## config.mk

```make
export PLATFORM = sky130hd
export DESIGN_NAME = prefix_adder_word_sequencer
export DESIGN_NICKNAME = d
export VERILOG_FILES = /design/src/rtl/prefix_adder_word_sequencer.sv
export SDC_FILE = /design/constraint.sdc
export NUM_CORES = 1
export LEC_CHECK = 0
export CELL_PAD_IN_SITES_DETAIL_PLACEMENT = 0
export CELL_PAD_IN_SITES_GLOBAL_PLACEMENT = 1
export CORE_UTILIZATION = 33
export CTS_CLUSTER_DIAMETER = 120
export CTS_CLUSTER_SIZE = 25
export DETAILED_ROUTE_END_ITERATION = 7
export GPL_TIMING_DRIVEN = 0
export PLACE_DENSITY = 0.84
export SLEW_MARGIN = 20
export SYNTH_ARGS = -nofsm -noshare
export SYNTH_HDL_FRONTEND = slang
export SYNTH_SLANG_ARGS = --single-unit
```

## constraint.sdc

```tcl
create_clock -name clk -period 2.9 [get_ports clk]
set_input_delay 0.435 -clock clk [delete_from_list [all_inputs] [get_ports clk]]
set_output_delay 0.435 -clock clk [all_outputs]
set_load 0.005 [all_outputs]
```

## src/rtl/prefix_adder_word_sequencer.sv

```systemverilog
// Multi-cycle wide adder: feeds BITS-wide chunks of WORDS*BITS-bit operands through a Kogge-Stone adder, LSB first.
// Optional subtract mode (sub port) is enabled by defining SEQ_ADDER_SUB_EN.

module kogge_stone_adder #(
    parameter int unsigned BITS = 8
) (
    input  logic [BITS-1:0] a,
    input  logic [BITS-1:0] b,
    input  logic            ci,
    output logic [BITS-1:0] s,
    output logic            co
);
    localparam int unsigned LEVELS = (BITS > 1) ? $clog2(BITS) : 0;

    always_comb begin
        logic [BITS-1:0] g, p, gn, pn, c;
        g  = a & b;
        p  = a ^ b;
        gn = g;
        pn = p;
        for (int unsigned l = 0; l < LEVELS; l++) begin
            gn = g;
            pn = p;
            for (int unsigned i = 0; i < BITS; i++) begin
                if (i >= (32'd1 << l)) begin
                    gn[i] = g[i] | (p[i] & g[i - (32'd1 << l)]);
                    pn[i] = p[i] & p[i - (32'd1 << l)];
                end
            end
            g = gn;
            p = pn;
        end
        // g/p now hold group generate/propagate from bit 0 up to each bit
        c[0] = ci;
        for (int unsigned i = 1; i < BITS; i++) begin
            c[i] = g[i-1] | (p[i-1] & ci);
        end
        s  = a ^ b ^ c;
        co = g[BITS-1] | (p[BITS-1] & ci);
    end
endmodule

module prefix_adder_word_sequencer #(
    parameter int unsigned BITS  = 8,
    parameter int unsigned WORDS = 4
) (
    input  logic                  clk,
    input  logic                  rst,
    input  logic                  in_valid,
    output logic                  in_ready,
    input  logic [BITS*WORDS-1:0] a,
    input  logic [BITS*WORDS-1:0] b,
    input  logic                  ci,
`ifdef SEQ_ADDER_SUB_EN
    input  logic                  sub,
`endif
    output logic                  out_valid,
    input  logic                  out_ready,
    output logic [BITS*WORDS-1:0] s,
    output logic                  co,
    output logic                  busy
);
    localparam int unsigned W     = BITS * WORDS;
    localparam int unsigned IDX_W = (WORDS > 1) ? $clog2(WORDS) : 1;

    typedef enum logic [1:0] {
        IDLE,
        RUN,
        DONE
    } state_t;

    state_t           state_q, state_d;
    logic [IDX_W-1:0] idx_q, idx_d;
    logic [W-1:0]     a_q, a_d, b_q, b_d, s_q, s_d;
    logic             carry_q, carry_d, co_q, co_d;
    logic [BITS-1:0]  add_a, add_b, add_s;
    logic             add_co;
    logic             sub_sel;

`ifdef SEQ_ADDER_SUB_EN
    assign sub_sel = sub;
`else
    assign sub_sel = 1'b0;
`endif

    kogge_stone_adder #(.BITS(BITS)) u_adder (
        .a  (add_a),
        .b  (add_b),
        .ci (carry_q),
        .s  (add_s),
        .co (add_co)
    );

    always_comb begin
        add_a = '0;
        add_b = '0;
        for (int unsigned w = 0; w < WORDS; w++) begin
            if (idx_q == IDX_W'(w)) begin
                add_a = a_q[w*BITS +: BITS];
                add_b = b_q[w*BITS +: BITS];
            end
        end
    end

    always_comb begin
        state_d = state_q;
        idx_d   = idx_q;
        a_d     = a_q;
        b_d     = b_q;
        carry_d = carry_q;
        s_d     = s_q;
        co_d    = co_q;
        case (state_q)
            IDLE: begin
                if (in_valid) begin
                    a_d     = a;
                    // subtraction is a + ~b + 1, so the latched ci is replaced by 1
                    b_d     = sub_sel ? ~b : b;
                    carry_d = sub_sel ? 1'b1 : ci;
                    idx_d   = '0;
                    state_d = RUN;
                end
            end
            RUN: begin
                for (int unsigned w = 0; w < WORDS; w++) begin
                    if (idx_q == IDX_W'(w)) begin
                        s_d[w*BITS +: BITS] = add_s;
                    end
                end
                carry_d = add_co;
                if (idx_q == IDX_W'(WORDS - 1)) begin
                    co_d    = add_co;
                    state_d = DONE;
                end else begin
                    idx_d = idx_q + IDX_W'(1);
                end
            end
            DONE: begin
                if (out_ready) begin
                    state_d = IDLE;
                end
            end
            default: state_d = IDLE;
        endcase
    end

    always_ff @(posedge clk) begin
        if (rst) begin
            state_q <= IDLE;
            idx_q   <= '0;
            a_q     <= '0;
            b_q     <= '0;
            carry_q <= 1'b0;
            s_q     <= '0;
            co_q    <= 1'b0;
        end else begin
            state_q <= state_d;
            idx_q   <= idx_d;
            a_q     <= a_d;
            b_q     <= b_d;
            carry_q <= carry_d;
            s_q     <= s_d;
            co_q    <= co_d;
        end
    end

    assign in_ready  = (state_q == IDLE);
    assign out_valid = (state_q == DONE);
    assign busy      = (state_q == RUN);
    assign s         = s_q;
    assign co        = co_q;
endmodule

```

# Word-level counts from Yosys, hierarchy flattened
# Cells that the tools add are included.
[word_totals]
reg_bits = 102
in_bits = 69
out_inout_bits = 36
word_cells = 118
[op_classes]
n_addsub = 1
n_eq_ne = 9
mux = 17
bitwise = 70
reduce_logical = 11
[op_table]
columns = ["cell", "n"]
rows = [
  ["8-bit two-way mux", 8],
  ["1-bit AND", 42],
  ["1-bit OR", 25],
  ["8-bit bitwise XOR", 2],
  ["2-bit AND reduction", 6],
  ["2-bit two-way mux", 5],
  ["8-bit AND", 1],
  ["2-bit equality test (second input constant)", 3],
  ["2-bit case mux with 3 select lines", 1],
  ["3-bit AND reduction", 2],
  ["2-bit by 1-bit equality test with 1-bit output (second input constant)", 2],
  ["2-bit logical NOT", 2],
  ["2-bit by 1-bit != test with 1-bit output (second input constant)", 2],
  ["2-bit != test (second input constant)", 2],
  ["2-bit case mux with 2 select lines", 1],
  ["2-bit by 1-bit adder with 2-bit output (second input constant)", 1],
  ["1-bit case mux with 2 select lines", 1],
  ["2-bit nonzero test", 1],
  ["1-bit two-way mux", 1],
]

# Depth between registers and ports, before layout
# Gate-level depths: netlist of the first run.
[logic_depth]
word_depth = 14
depth_mapped = 14

# By module
# From an unflattened synthesis of the first run, not the netlist that was laid out.
[unflattened]
cells_unflattened = 603
area_unflattened_um2 = 4625.7
[by_module_without_submodules]
columns = ["mod", "n_inst", "cells_per_inst", "area_per_inst_um2", "seq_area_each_um2"]
rows = [
  ["prefix_adder_word_sequencer", 1, 569, 4314.1, 2042.0],
  ["kogge_stone_adder", 1, 34, 311.5, 0.0],
]

# Worst setup path after synthesis of the first run
# No wires, ideal clock.
[synth_timing]
kind = "reg2reg"
startpoint = "reg idx_q[0]"
endpoint = "reg s_q[28], in the netlist s[28]"
setup_time_ns = 0.068
t_arrival_ns = 2.962
required_ns = 2.832
path_slack_ns = -0.130
path_stages_with_launch = 15
period_less_slack_ns = 3.030
path_cell_list = "dfxtp_1 > inv_1 > ha_1 > clkbuf_1 > clkbuf_1 > nand3b_1 > a21oi_1 > a21oi_1 > o21ai_0 > ha_1 > and2_4 > a221oi_4 > a21boi_2 > or3b_4 > o21ai_2"
[synth_between]
elab_chain_len = 12
elab_cells_between_ends = 27
[synth_rtl]
columns = ["item", "line_no", "source"]
rows = [
  ["start, declared", "73", "logic [IDX_W-1:0] idx_q, idx_d;"],
  ["start signal, assigned", "158", "idx_q <= idx_d;"],
  ["2-bit logical NOT", "98", "if (idx_q == IDX_W'(w)) begin"],
  ["8-bit two-way mux (4 in a row)", "98", ""],
  ["8-bit bitwise XOR or 8-bit AND (tied branches)", "18, 38, 17", ""],
  ["1-bit AND", "26", "gn[i] = g[i] | (p[i] & g[i - (32'd1 << l)]);"],
  ["1-bit OR", "26", ""],
  ["1-bit AND", "26", ""],
  ["1-bit OR", "26", ""],
  ["1-bit OR", "36", "c[i] = g[i-1] | (p[i-1] & ci);"],
  ["8-bit bitwise XOR", "38", "s = a ^ b ^ c;"],
  ["end signal, assigned", "154", "s_q <= '0;"],
  ["end signal, assigned", "162", "s_q <= s_d;"],
  ["end, declared", "74", "logic [W-1:0] a_q, a_d, b_q, b_d, s_q, s_d;"],
]
# Parallel ways exist; a longest one is shown, timed or not.
# A chain may end at the register's enable or synchronous reset.

# Worst setup path after layout of the first run
[layout_timing]
startpoint = "reg idx_q[1]"
endpoint = "reg s_q[12], in the netlist s[12]"
# The elaborated chain is that of the path after synthesis.

==> results.md, run 1 <==
* Slew margin rel. at 57.42%
* Distinct cells, synth at 37
* Routed vias at 4736
* Initial core utilization at 34.27%
* Syn Inst Count at 606
* Adder-cell share of the synthesized area at 3.691%
* Synth Area in Simple Gates at 26.30%
* Seq cells post-synth at 102
* Grt met2 use at 33.08%
* Status: finished, final reports clean
* Place WS at -0.7314 ns
* Final worst path period share at 98.33%
* Setup Skew at 0.006148 ns
* Sequential Power Share at 46.7%
* Syn avg cell area at 7.608 sq um
* Switching power total at 0.8517 mW
* GR peak layer: met2
* Reg2Reg Depth at 13
* Pleak at 2.333 nW
* Placer Congestion at 0.8204
* # IOs at 105
* Final setup vio count at 0
* XOR/XNOR Fraction of Synth Area at 0.5699%
* Placed Area at 5864 sq um
* Synth warnings at 0
* Hold_sp: a_q[30]
* Clock Tree Root: clkbuf_16
* CP top delay family: compound AO/OA/AOI/OAI gates
* Pre-antenna DRT Iters at 5
* Slew Limit Fails at 0
* Core ar. at 13450 sq um
* Clk buf depth at 2
* RSZ-0062 raised after global routing: true
* WP buf/inv at 2
* Largest family of logic cells by synthesized area: simple AND/OR/NAND/NOR gates
* First-pass GRT wire length at 21.98 mm
* Worst-Skew Late Latency at 0.35 ns
* Synthesized cell area at 4611 sq um
* CP Capture Type: register
* Worst path required time at 3.18 ns
* Core Rows at 42
* Worst-Margin Slew at 0.6387 ns
* GR Util All Layers at 19.66%
* Startpoint types: register
* Max cap viols at 0
* Post-synth top flop: dfxtp_1
* DRT Wirelength at 14.14 mm
* Final Critical Period at 2.852 ns
* 1st-iter DRT viols at 301
* Grt ovf at 0
* DR WL/cell at 15.42 um
* Initial antenna violation count at 0
* Multiplexer area fraction after synthesis at 0.2171%
* Sw Ratio at 26.40%
* Crit path DAT at 3.13 ns
* Clk pwr share at 35.2%
* Synth async-reset ratio at 0%
* Compound-Gate Fraction of Synth Area at 20.84%
* H-tree levels at 3
* Largest net degree at the start of global routing at 16
* Crit path kind: reg2reg
* Clk sink count at 102
* Final hold vios at 0
* Worst hold path class: reg2reg
* NumNets Final at 819
* Max stage delay on crit path at 0.44 ns
* Worst hold endpoint: a_q[30]
* GRT met1 Usage at 24.74%
* Worst Setup Slack, final at 0.04829 ns
* Post-Synthesis Net Count at 688
* DRC viols at 0
* Vias per cell at 5.165
* Int Power at 2.374 mW
* Part of the Yosys area used for sequential elements at 44.29%
* Post-synth EDFFs at 0
* Power, Total at 3.226 mW
* Crit path max fanout at 10
* Vias in the first global route at 4531
* CTS Buf Count at 9
* ANT nets after route at 0
* Clk pin slew, worst setup/hold paths at 0.07 ns
* Critical-path cell list: inv_4 > ha_4 > clkbuf_8 > nand2_1 > a21oi_2 > a21oi_1 > o21ai_2 > ha_4 > and2_4 > a221oi_4 > a21boi_2 > or3b_4 > o21ai_2
* Full die area at 14450 sq um
* CTS tree: built
* Synth-to-Final Area Change at 42.99%
* GRT met3 Usage at 3.349%
* PortBufs at 103
* DP HPWL at 10.45 mm
* Reg-to-reg startpoint: idx_q[1]
* # diodes at 0
* Slowest-stage cell, CP: or3b_4
* Die height at 120.2 um
* Layout cell share with drive strength beyond 1 at 12.15%
* Worst Hold Path Cells at 2
* Power density over the cells at 489.3 nW/um^2
* Fin area at 6593 sq um
* Reg-to-reg endpoint: s[12]
* Die extent in x at 120.2 um
* Flop2flop setup slack at 0.05 ns
* Min Hold Slack at 0.4556 ns
* Peak VDD IR at 0.2662 mV
* Fmax at 350.7 MHz
* Logic pwr share at 18.1%
[cell families (layout without fill, tap and decap cells)]
family,count (synthesis),count (layout)
simple gates,266,266
compound gates,171,172
flops,102,102
buf+inv,50,184
fa+ha+maj,13,13
xor+xnor,3,3
mux,1,1
[per-stage QoR]
step	cells	setup TNS, ns	util, %
after floorplan	606	0	-
after global placement	885	-13.04	43.59
after detailed placement	885	-16.12	43.59
after CTS	909	0	47.77
after global routing	917	-0.2720	49.00
final	917	0	49.00
[power by group through the flow]
stage          logic (mW)  clock network, mW  registers [mW]
2_1_floorplan       0.273                  0            1.53
3_5_place_dp        0.482                  0            1.54
6_report            0.583               1.14            1.51
5_1_grt             0.631               1.21            1.51
3_3_place_gp        0.472                  0            1.54
4_1_cts             0.542               1.15            1.51
[worst register-to-register path: stages (launching register included)]
cell and delay (ns):
dfxtp_4 0.36, inv_4 0.08, ha_4 0.23, clkbuf_8 0.22, nand2_1 0.08, a21oi_2 0.15
a21oi_1 0.07, o21ai_2 0.18, ha_4 0.24, and2_4 0.16, a221oi_4 0.30, a21boi_2 0.13
or3b_4 0.44, o21ai_2 0.14
[how the worst max path moves through the flow]
stage	startpoint	endpoint	slack, ns	cells after the start
after global routing	idx_q[1]	co	-0.05	14
after CTS	idx_q[0]	s[29]	0.001	14
after global placement	idx_q[0]	co	-0.63	12
final	idx_q[1]	s[12]	0.05	13
after detailed placement	idx_q[1]	co	-0.73	13
after floorplan	idx_q[0]	s[28]	0.03	14
[layer usage]
metal	share of wire [%]	wire (um)
met1	45	6430
met2	47	6600
met3	5.2	733
met4	2.7	375
met5	0	0
[registers in the layout, indices dropped and copies added (netlist names)]
| signal | cells |
|---|---|
| a_q | 32 |
| b_q | 32 |
| s | 32 |
| idx_q | 2 |
| state_q | 2 |
| carry_q | 1 |
| co | 1 |
[Yosys cell counts (all sizes together), types with 2 or more instances]
master  instances  share of area, %
a211oi          3              0.49
a21o            2              0.33
a21oi         116                13
and2            2              0.33
buf             7              0.60
clkbuf         39               3.2
dfxtp         102                44
ha             12               3.3
inv             4              0.33
nand2         180                15
nand2b          5              0.68
nand3           9              0.98
nand3b         38               6.2
nor2           17               1.4
nor3           11               1.3
o21ai          32               3.8
o311ai          8               1.5
o31ai           4              0.65
xnor2           2              0.38
[what timing repair did]
action                                  CTS  global route
resized for setup                        57            33
pin swaps                                17            23
hold buffers                              0             0
cloned                                    1             2
endpoints found under the setup margin   34            18
setup buffers                            10             7
[cell type report]
class	count	area [sq um]
Sequential cell	102	2049
Tap cell	176	220.2
Clock inverter	3	20.02
Clock buffer	12	256.5
Fill cell	1331	6860
Inverter	4	20.02
Timing Repair Buffer	122	1214
Buffer	43	250.2
Multi-Input combinational cell	455	2562
[cells in the final DEF, fill, tap and decap left out, types with 6 or more instances in the layout]
cell type,count
nand2_1,180
a21oi_1,110
clkdlybuf4s50_1,103
dfxtp_1,100
nand3b_1,38
clkbuf_1,28
o21ai_0,17
nor2_1,16
buf_4,16
clkbuf_16,11
nor3_1,10
o21ai_2,9
nand3_1,8
a21oi_2,6
o21ai_1,6
ha_1,6
(Power assumes the default switching activity.)
==> inputs of run 2 (changes only) <==
==> constraint.sdc (replaced) <==
create_clock -name clk -period 2.9 [get_ports clk]
set_input_delay 0.725 -clock clk [delete_from_list [all_inputs] [get_ports clk]]
set_output_delay 0.725 -clock clk [all_outputs]
set_load 0.005 [all_outputs]
==> results of run 2 <==
The final DEF is identical to that of run 1; final timing and power are the same.
==> inputs of run 3 (changes only) <==
Settings changed: CORE_ASPECT_RATIO set to 0.75.
==> results.md, run 3 (synthesized netlist as in run 1, its figures left out) <==
* Non-Filler Instances at 913
* CP Capture Type: register
* Peak VDD IR at 0.3025 mV
* # diodes at 0
* Max stage delay on crit path at 0.38 ns
* ANT nets after route at 0
* Max cap viols at 0
* Most frequent cells in the layout: nand2_1 (180), a21oi_1 (110), clkdlybuf4s50_1 (103)
* Full die area at 14450 sq um
* Worst hold path class: reg2reg
* Core ar. at 13660 sq um
* Synth-to-Final Area Change at 42.50%
* Worst-Margin Slew at 0.6788 ns
* DRT Wirelength at 15.13 mm
* Die height at 104.4 um
* Fmax at 344.5 MHz
* GR Util All Layers at 20.44%
* Clk pin slew, worst setup/hold paths at 0.07 ns
* Routed vias at 4765
* Slew margin rel. at 54.75%
* DP HPWL at 10.85 mm
* Clk buf depth at 2
* Worst path depth at 13
* Worst Hold Path Cells at 2
* CP top delay family: compound AO/OA/AOI/OAI gates
* Cell Count Post-Placement at 884
* WP buf/inv at 2
* Flop2flop setup slack at -0.003 ns
* Vias in the first global route at 4515
* Placer Congestion at 0.8769
* RSZ-0062 raised after global routing: true
* Worst Setup Slack, final at -0.002905 ns
* Grt ovf at 0
* Placed Area at 5863 sq um
* Worst path required time at 3.16 ns
* Final worst path period share at 100.1%
* Core Rows at 37
* Failing checks: design-rule violations, negative setup slack
* Startpoint types: register
* Pre-antenna DRT Iters at 7
* Fill count at 1283
* H-tree levels at 3
* Setup Skew at 0.01209 ns
* Initial antenna violation count at 0
* Layout cell share with drive strength beyond 1 at 12.20%
* Hold-fix buffers, CTS at 0
* Slowest-stage cell, CP: dfxtp_4
* NumNets Final at 816
* First-pass GRT wire length at 23.03 mm
* 1st-iter DRT viols at 371
* Largest net degree at the start of global routing at 17
* Place WS at -0.7811 ns
* CTS tree: built
* Crit path kind: reg2reg
* CTS Buf Count at 9
* Final Critical Period at 2.903 ns
* Reg2Reg Depth at 13
* Slew Limit Fails at 0
* DR WL/cell at 16.57 um
* Status: finished with violations
* Power density over the cells at 492.5 nW/um^2
* Crit path max fanout at 10
* Pleak at 2.304 nW
* Vias per cell at 5.219
* DRC viols at 12
* Crit path DAT at 3.16 ns
* Final hold vios at 0
* Final setup vio count at 1
* Die extent in x at 138.5 um
* Worst-Skew Late Latency at 0.36 ns
* Critical-path cell list: inv_4 > ha_4 > buf_8 > nand3b_1 > a21oi_2 > a21oi_1 > o21ai_1 > ha_1 > and2_4 > a221oi_4 > a21boi_4 > or2_4 > o311ai_4
* Clk sink count at 102
* Clock Tree Root: clkbuf_16
* # IOs at 105
* Commonest non-fill, non-tap cell in the layout: nand2_1
* Fin area at 6570 sq um
* Setup TNS at -0.002905 ns
* Initial core utilization at 33.76%
* PortBufs at 103
run 3: area by class of cell:
cell class                      count  area [sq um]  share of cell area (%)
Buffer                             43         245.2                   3.733
Clock buffer                       10         239.0                   3.637
Clock inverter                      5         36.28                  0.5523
Inverter                            4         20.02                  0.3047
Multi-Input combinational cell    455          2606                   39.67
Sequential cell                   102          2049                   31.19
Tap cell                          175         219.0                   3.333
Timing Repair Buffer              119          1155                   17.58
run 3: repair_timing:
action | in CTS | in global routing
pin swaps | 15 | 21
resized for setup | 55 | 46
cloned | 0 | 1
setup buffers | 10 | 6
endpoints found under the setup margin | 34 | 27
run 3: path summary, 6_finish.rpt:
kind | end | start
max | s[29] | idx_q[1]
min | s[24] | s[24]
max reg2reg | s[29] | idx_q[1]
min reg2reg | s[24] | s[24]
run 3: per-stage QoR:
| step | util [%] | hold WS (ns) | power [mW] |
|---|---|---|---|
| detailed placement | 42.93 | 0.4486 | 2.025 |
| CTS | 46.88 | 0.4587 | 3.197 |
| finish | 48.11 | 0.4553 | 3.235 |
| global placement | 42.93 | 0.4445 | 2.012 |
| global route | 48.11 | 0.4766 | 3.331 |
| floorplan | - | 0.4364 | 1.799 |
run 3: report_power, final:
group          leakage [nW]  internal (mW)  switching [mW]  total [mW]
clock                 0.127          0.601           0.547        1.15
combinational          1.34          0.276           0.300       0.577
sequential            0.834           1.47          0.0456        1.51
run 3: worst reg2reg max path, stage by stage (launching register included):
cell	delay (ns)
dfxtp_4	0.38
inv_4	0.05
ha_4	0.20
buf_8	0.14
nand3b_1	0.16
a21oi_2	0.14
a21oi_1	0.06
o21ai_1	0.16
ha_1	0.28
and2_4	0.18
a221oi_4	0.35
a21boi_4	0.12
or2_4	0.32
o311ai_4	0.27
run 3: metal layers:
| layer | vias to the layer above | global-route usage, % | wire length [um] | share of wire [%] |
|---|---|---|---|---|
| li1 | 2324 | - | - | - |
| met1 | 2281 | 29.14 | 7446 | 49 |
| met2 | 139 | 31.44 | 6574 | 43 |
| met3 | 21 | 3.867 | 864 | 5.7 |
| met4 | 0 | 5.217 | 244 | 1.6 |
| met5 | - | 0 | 0 | 0 |
